===== src/rtl/uart_rx_pkt_ctrl.sv =====
// Frame controller behind uart_rx: SYNC, ADDR, DATA, CHK byte frames become one-cycle register writes.
// Optional inter-byte timeout is enabled by defining UART_PKT_TIMEOUT_EN.
//
// state | meaning
// HUNT  | idle, dropping bytes until SYNC_BYTE arrives
// ADDR  | waiting for the address byte
// DATA  | waiting for the data byte
// CHK   | waiting for the checksum byte (SYNC ^ addr ^ data)
module uart_rx_pkt_ctrl #(
  parameter int          SYS_CLOCK    = 50000000,
  parameter int          BYTE_TIMEOUT = 50000,
  parameter logic [7:0]  SYNC_BYTE    = 8'hA5
) (
  input  logic       i_SysClock,
  input  logic       i_ResetN,
  input  logic       i_RxDone,
  input  logic [7:0] i_RxByte,
  output logic       o_WrEn,
  output logic [7:0] o_WrAddr,
  output logic [7:0] o_WrData,
  output logic       o_PktErr,
  output logic       o_Timeout,
  output logic [7:0] o_PktCnt,
  output logic       o_Busy
);

  typedef enum logic [1:0] {HUNT = 2'd0, ADDR = 2'd1, DATA = 2'd2, CHK = 2'd3} state_t;

  state_t     state_q, state_d;
  logic       rxdone_q;
  logic [7:0] addr_q, addr_d;
  logic [7:0] data_q, data_d;
  logic       wr_en_q, wr_en_d;
  logic       pkt_err_q, pkt_err_d;
  logic       timeout_q, timeout_d;
  logic [7:0] wr_addr_q, wr_addr_d;
  logic [7:0] wr_data_q, wr_data_d;
  logic [7:0] pkt_cnt_q, pkt_cnt_d;
  logic       byte_stb;
  logic       chk_ok;
  logic       tmo_hit;

  // rxdone_q resets high so a receiver that is idle out of reset produces no strobe
  assign byte_stb = i_RxDone & ~rxdone_q;
  assign chk_ok   = (i_RxByte == (SYNC_BYTE ^ addr_q ^ data_q));

`ifdef UART_PKT_TIMEOUT_EN
  localparam int TW = $clog2(BYTE_TIMEOUT + 1);

  logic [TW-1:0] tmo_cnt_q, tmo_cnt_d;

  // A strobe in the terminal cycle wins over the timeout
  assign tmo_hit = (state_q != HUNT) && !byte_stb && (tmo_cnt_q == TW'(BYTE_TIMEOUT));

  always_comb begin
    tmo_cnt_d = tmo_cnt_q + TW'(1);
    if (byte_stb || (state_q == HUNT) || tmo_hit) tmo_cnt_d = '0;
  end

  always_ff @(posedge i_SysClock or negedge i_ResetN) begin
    if (!i_ResetN) tmo_cnt_q <= '0;
    else           tmo_cnt_q <= tmo_cnt_d;
  end
`else
  assign tmo_hit = 1'b0;
`endif

  always_ff @(posedge i_SysClock or negedge i_ResetN) begin
    if (!i_ResetN) begin
      state_q   <= HUNT;
      rxdone_q  <= 1'b1;
      addr_q    <= '0;
      data_q    <= '0;
      wr_en_q   <= 1'b0;
      pkt_err_q <= 1'b0;
      timeout_q <= 1'b0;
      wr_addr_q <= '0;
      wr_data_q <= '0;
      pkt_cnt_q <= '0;
    end else begin
      state_q   <= state_d;
      rxdone_q  <= i_RxDone;
      addr_q    <= addr_d;
      data_q    <= data_d;
      wr_en_q   <= wr_en_d;
      pkt_err_q <= pkt_err_d;
      timeout_q <= timeout_d;
      wr_addr_q <= wr_addr_d;
      wr_data_q <= wr_data_d;
      pkt_cnt_q <= pkt_cnt_d;
    end
  end

  always_comb begin
    state_d = state_q;
    case (state_q)
      HUNT:    if (byte_stb && (i_RxByte == SYNC_BYTE)) state_d = ADDR;
      ADDR:    if (byte_stb) state_d = DATA;
      DATA:    if (byte_stb) state_d = CHK;
      CHK:     if (byte_stb) state_d = HUNT;
      default: state_d = HUNT;
    endcase
    if (tmo_hit) state_d = HUNT;
  end

  always_comb begin
    addr_d    = addr_q;
    data_d    = data_q;
    wr_en_d   = 1'b0;
    pkt_err_d = 1'b0;
    timeout_d = tmo_hit;
    wr_addr_d = wr_addr_q;
    wr_data_d = wr_data_q;
    pkt_cnt_d = pkt_cnt_q;
    if (byte_stb) begin
      case (state_q)
        ADDR: addr_d = i_RxByte;
        DATA: data_d = i_RxByte;
        CHK: begin
          if (chk_ok) begin
            wr_en_d   = 1'b1;
            wr_addr_d = addr_q;
            wr_data_d = data_q;
            pkt_cnt_d = pkt_cnt_q + 8'd1;
          end else begin
            pkt_err_d = 1'b1;
          end
        end
        default: ;
      endcase
    end
  end

  assign o_WrEn    = wr_en_q;
  assign o_WrAddr  = wr_addr_q;
  assign o_WrData  = wr_data_q;
  assign o_PktErr  = pkt_err_q;
  assign o_Timeout = timeout_q;
  assign o_PktCnt  = pkt_cnt_q;
  assign o_Busy    = (state_q != HUNT);

endmodule


===== config.mk =====
export PLATFORM = sky130hd
export DESIGN_NAME = uart_rx_pkt_ctrl
export DESIGN_NICKNAME = d
export VERILOG_FILES = /design/src/rtl/uart_rx_pkt_ctrl.sv
export SDC_FILE = /design/constraint.sdc
export NUM_CORES = 1
export LEC_CHECK = 0
export CORE_ASPECT_RATIO = 0.9
export CORE_MARGIN = 5
export CORE_UTILIZATION = 40
export DETAILED_ROUTE_END_ITERATION = 10
export PLACE_DENSITY = 0.64
export SLEW_MARGIN = 5
export SYNTH_ARGS = -nofsm -noshare
export SYNTH_HDL_FRONTEND = slang
export SYNTH_SLANG_ARGS = --single-unit
export TNS_END_PERCENT = 20

===== constraint.sdc =====
create_clock -name i_SysClock -period 2.4 [get_ports i_SysClock]
set_input_delay 0.48 -clock i_SysClock [delete_from_list [all_inputs] [get_ports i_SysClock]]
set_output_delay 0.48 -clock i_SysClock [all_outputs]
set_load 0.02 [all_outputs]

==> flow_summary.ini <==
[run_status]
outcome = completed

[cells_and_area]
fillers = 459
nNetsFinal = 211
final_layout_size_suffix_gt1_share_pct = 31.8
area_delta_synth_final_pct = 31.4
final-instance-count-excl-fill = 262
antenna_cells = 0

[power_and_ir_drop]
pwr_density_cell_nw_per_um2 = 932
ir_drop_uv = 549
totalPowerFinal_mw = 2.59
power.static_leakage_nw = 1.37

[yosys]
postSynthRegisterBits = 45
synth_simple_gate_area_share_pct = 8.74
synth.most_common_cell = sky130_fd_sc_hd__dfrtp_1
number_of_flops_mapped_to_enable_cells_by_yosys = 0
synthesis.yosys.warnings = 0
combinational_family_with_the_most_area_after_synthesis = multiplexers
ys.flop_type = sky130_fd_sc_hd__dfrtp_1
synth-compound-area-share_pct = 0.236
synth_top_area_share_pct = 52.0
synth_common_cells = 44 x sky130_fd_sc_hd__dfrtp_1, 26 x sky130_fd_sc_hd__mux2_2, 8 x sky130_fd_sc_hd__mux2_4
post_synth_xor_area_fraction_pct = 11.6
synth_top_cells_by_area = sky130_fd_sc_hd__dfrtp_1 52%, sky130_fd_sc_hd__mux2_2 14%, sky130_fd_sc_hd__mux2_4 5.7%
synthDistinctLibCells = 30
post_synth.cell_area_avg_um2 = 15.2
post_synth_instance_area_um2 = 2120
yosysTopAreaCell = sky130_fd_sc_hd__dfrtp_1
ys_seq_area_share_pct = 53.2
syn_nets = 156
synth_async_sr_flop_share_pct = 100
synth-adder-area-share_pct = 3.54
multiplexer_share_of_the_synthesized_area_pct = 20.0
synthCells = 139

[worst_setup_path]
timing.critical_path.slowest_cell_delay_ps = 560
arrival_ps = 2500
crit_path_start_kind = flop
critPathBufInv = 1
cpMaxStageDelayCell = sky130_fd_sc_hd__or4_4
timing.critical_path.to_type = flop
critical_path_class = flop to flop
path_delay_family = simple AND/OR/NAND/NOR gates
critical_path.cell_chain = xnor3_1, or4_4, nor3_4, buf_6, mux2_2
worstPathMaxFanout = 5
cp_data_required_time_ps = 2580

[route]
average_via_count_per_standard_cell = 4.92
vias = 1289
ant_nets = 0
dr.first_iter.drc_count = 106
wl_per_cell_um = 15.6
post_route_wl_um = 4100
drc_errors = 0
drt_pass1_iterations = 4

[clocking]
postCtsHoldBufs = 0
clk_root_buffer_cell = sky130_fd_sc_hd__clkbuf_8
clock_tree.htree_level_count = 2
clock_sinks = 45
clk_pin_slew_worst_paths_ps = 80
postCtsSetupBuffers = 0
cts_inserted_buffers = 5
insertion_delay_ps = 290
tritoncts = built
cts_buffer_depth = 2

[placement]
dpl.cell_count = 252
routabilityCongestion = 0.756
dp_hpwl_um = 2970
buffers_added_on_ports = 37

[timing]
finalClockSkew_ps = 5.86
grt_setup_unrepaired = no
clock.fmax_ghz = 0.432
finalHoldViolCount = 0
finalSetupViolations = 0
timing.final.crit_share_pct = 96.4
setup_total_negative_slack_ps = 0
final_max_slew_viol_count = 0
whs_ps = 144
min_period_ps = 2310

[die]
io_pins = 39
row_count = 25
die_y_um = 79.0
core_area_um2 = 5190
die-area_um2 = 6850
initial_utilization_pct = 40.8
die_w_um = 86.7

[worst_hold_path]
worstHoldPathType = input pin to async pin

[global_routing]
grtUsageTotal_pct = 13.1
largest_net_degree_at_the_start_of_global_routing = 46
grt_pass1_vias = 1356
antenna_found_initial = 0
global_route_wire_length_before_repair_um = 6880
grt.overflow.total = 0

[job]
drv.max_cap_violation_count = 0
[through the flow]
stage                     setup WS [ps]  area, um^2  utilization (%)
after floorplan                    2.14        2120                -
after global placement             -383        2630             50.7
after detailed placement           -400        2630             50.7
after CTS                          24.4        2780             53.5
after global routing               23.0        2780             53.6
final                              86.2        2780             53.6
[report_power, final]
| part | switching [mW] | internal, mW |
|---|---|---|
| Combinational | 0.360 | 0.550 |
| Sequential | 0.157 | 0.940 |
| Clock | 0.247 | 0.339 |
[worst register-to-register path: cells and delay by family, from the launching register on]
| kind | cells | cell delay (ps) |
|---|---|---|
| xor+xnor | 1 | 420 |
| buf+inv | 1 | 180 |
| simple gates | 2 | 880 |
| mux | 1 | 330 |
| flops | 1 | 380 |
[final cells by class]
| cell class | count | area [um^2] | area share, % |
|---|---|---|---|
| well taps | 67 | 83.8 | 3.01 |
| flip-flops and latches | 45 | 1130 | 40.5 |
| inverters | 4 | 15.0 | 0.539 |
| multi-input cells | 87 | 941 | 33.8 |
| clock inverters | 1 | 30.0 | 1.08 |
| repair buffers | 51 | 500 | 18.0 |
| clock buffers | 7 | 86.3 | 3.10 |
[sequential cells by signal, summed over array words and instances (netlist names)]
register / count
o_WrEn: 1
state_q: 2
o_WrAddr: 8
o_WrData: 8
addr_q: 8
data_q: 8
o_PktCnt: 8
o_PktErr: 1
rxdone_q: 1
[cells in the final DEF, fill, tap and decap left out, types with 2 or more instances in the layout]
cell type and n:
sky130_fd_sc_hd__xor2_1 7, sky130_fd_sc_hd__dfrtp_1 44, sky130_fd_sc_hd__ha_1 6, sky130_fd_sc_hd__xor3_1 2, sky130_fd_sc_hd__mux2_4 8, sky130_fd_sc_hd__nor2_1 5
sky130_fd_sc_hd__nand4_1 2, sky130_fd_sc_hd__inv_1 4, sky130_fd_sc_hd__buf_4 10, sky130_fd_sc_hd__dlymetal6s2s_1 3, sky130_fd_sc_hd__xnor3_1 5, sky130_fd_sc_hd__clkbuf_8 6
sky130_fd_sc_hd__clkdlybuf4s50_1 32, sky130_fd_sc_hd__buf_6 3, sky130_fd_sc_hd__mux2_2 26, sky130_fd_sc_hd__nand2_1 5, sky130_fd_sc_hd__nor4_1 7
[repair_timing]
item                       in CTS  in global routing
cloned                          2                  0
setup endpoints to repair      19                 12
gates resized for setup         7                  3
pin swaps                       1                  1
[kinds of logic (layout without fill, tap and decap cells)]
logic type / after synthesis / after routing
flops: 45 / 45
mux: 35 / 35
simple gates: 29 / 29
xor+xnor: 15 / 15
buf+inv: 7 / 63
fa+ha+maj: 6 / 6
other cells: 1 / 1
compound gates: 1 / 1
[layer usage]
layer	vias up	wire, um	GRT usage [%]
met5	-	0	0
met4	0	60	3.74
met3	4	206	3.94
met2	29	1970	19.8
met1	656	1860	18.2
li1	600	-	-
[path summary, 6_finish.rpt]
| check | start | to | slack [ps] | cells past startpoint |
|---|---|---|---|---|
| max | addr_q[7]$_DFFE_PN0P_ | o_WrData[4]$_DFFE_PN0P_ | 90 | 5 |
| min | i_ResetN | o_WrData[0]$_DFFE_PN0P_ | 140 | 2 |
| max reg2reg | addr_q[7]$_DFFE_PN0P_ | o_WrData[4]$_DFFE_PN0P_ | 90 | 5 |
| min reg2reg | o_PktCnt[7]$_DFFE_PN0P_ | o_PktCnt[7]$_DFFE_PN0P_ | 470 | 1 |
| max in group asynchronous | i_ResetN | rxdone_q$_DFF_PN1_ | 1970 | 2 |
| min in group i_SysClock | o_PktCnt[7]$_DFFE_PN0P_ | o_PktCnt[7]$_DFFE_PN0P_ | 470 | 1 |
Note: power is estimated with default switching activity, not from simulation.
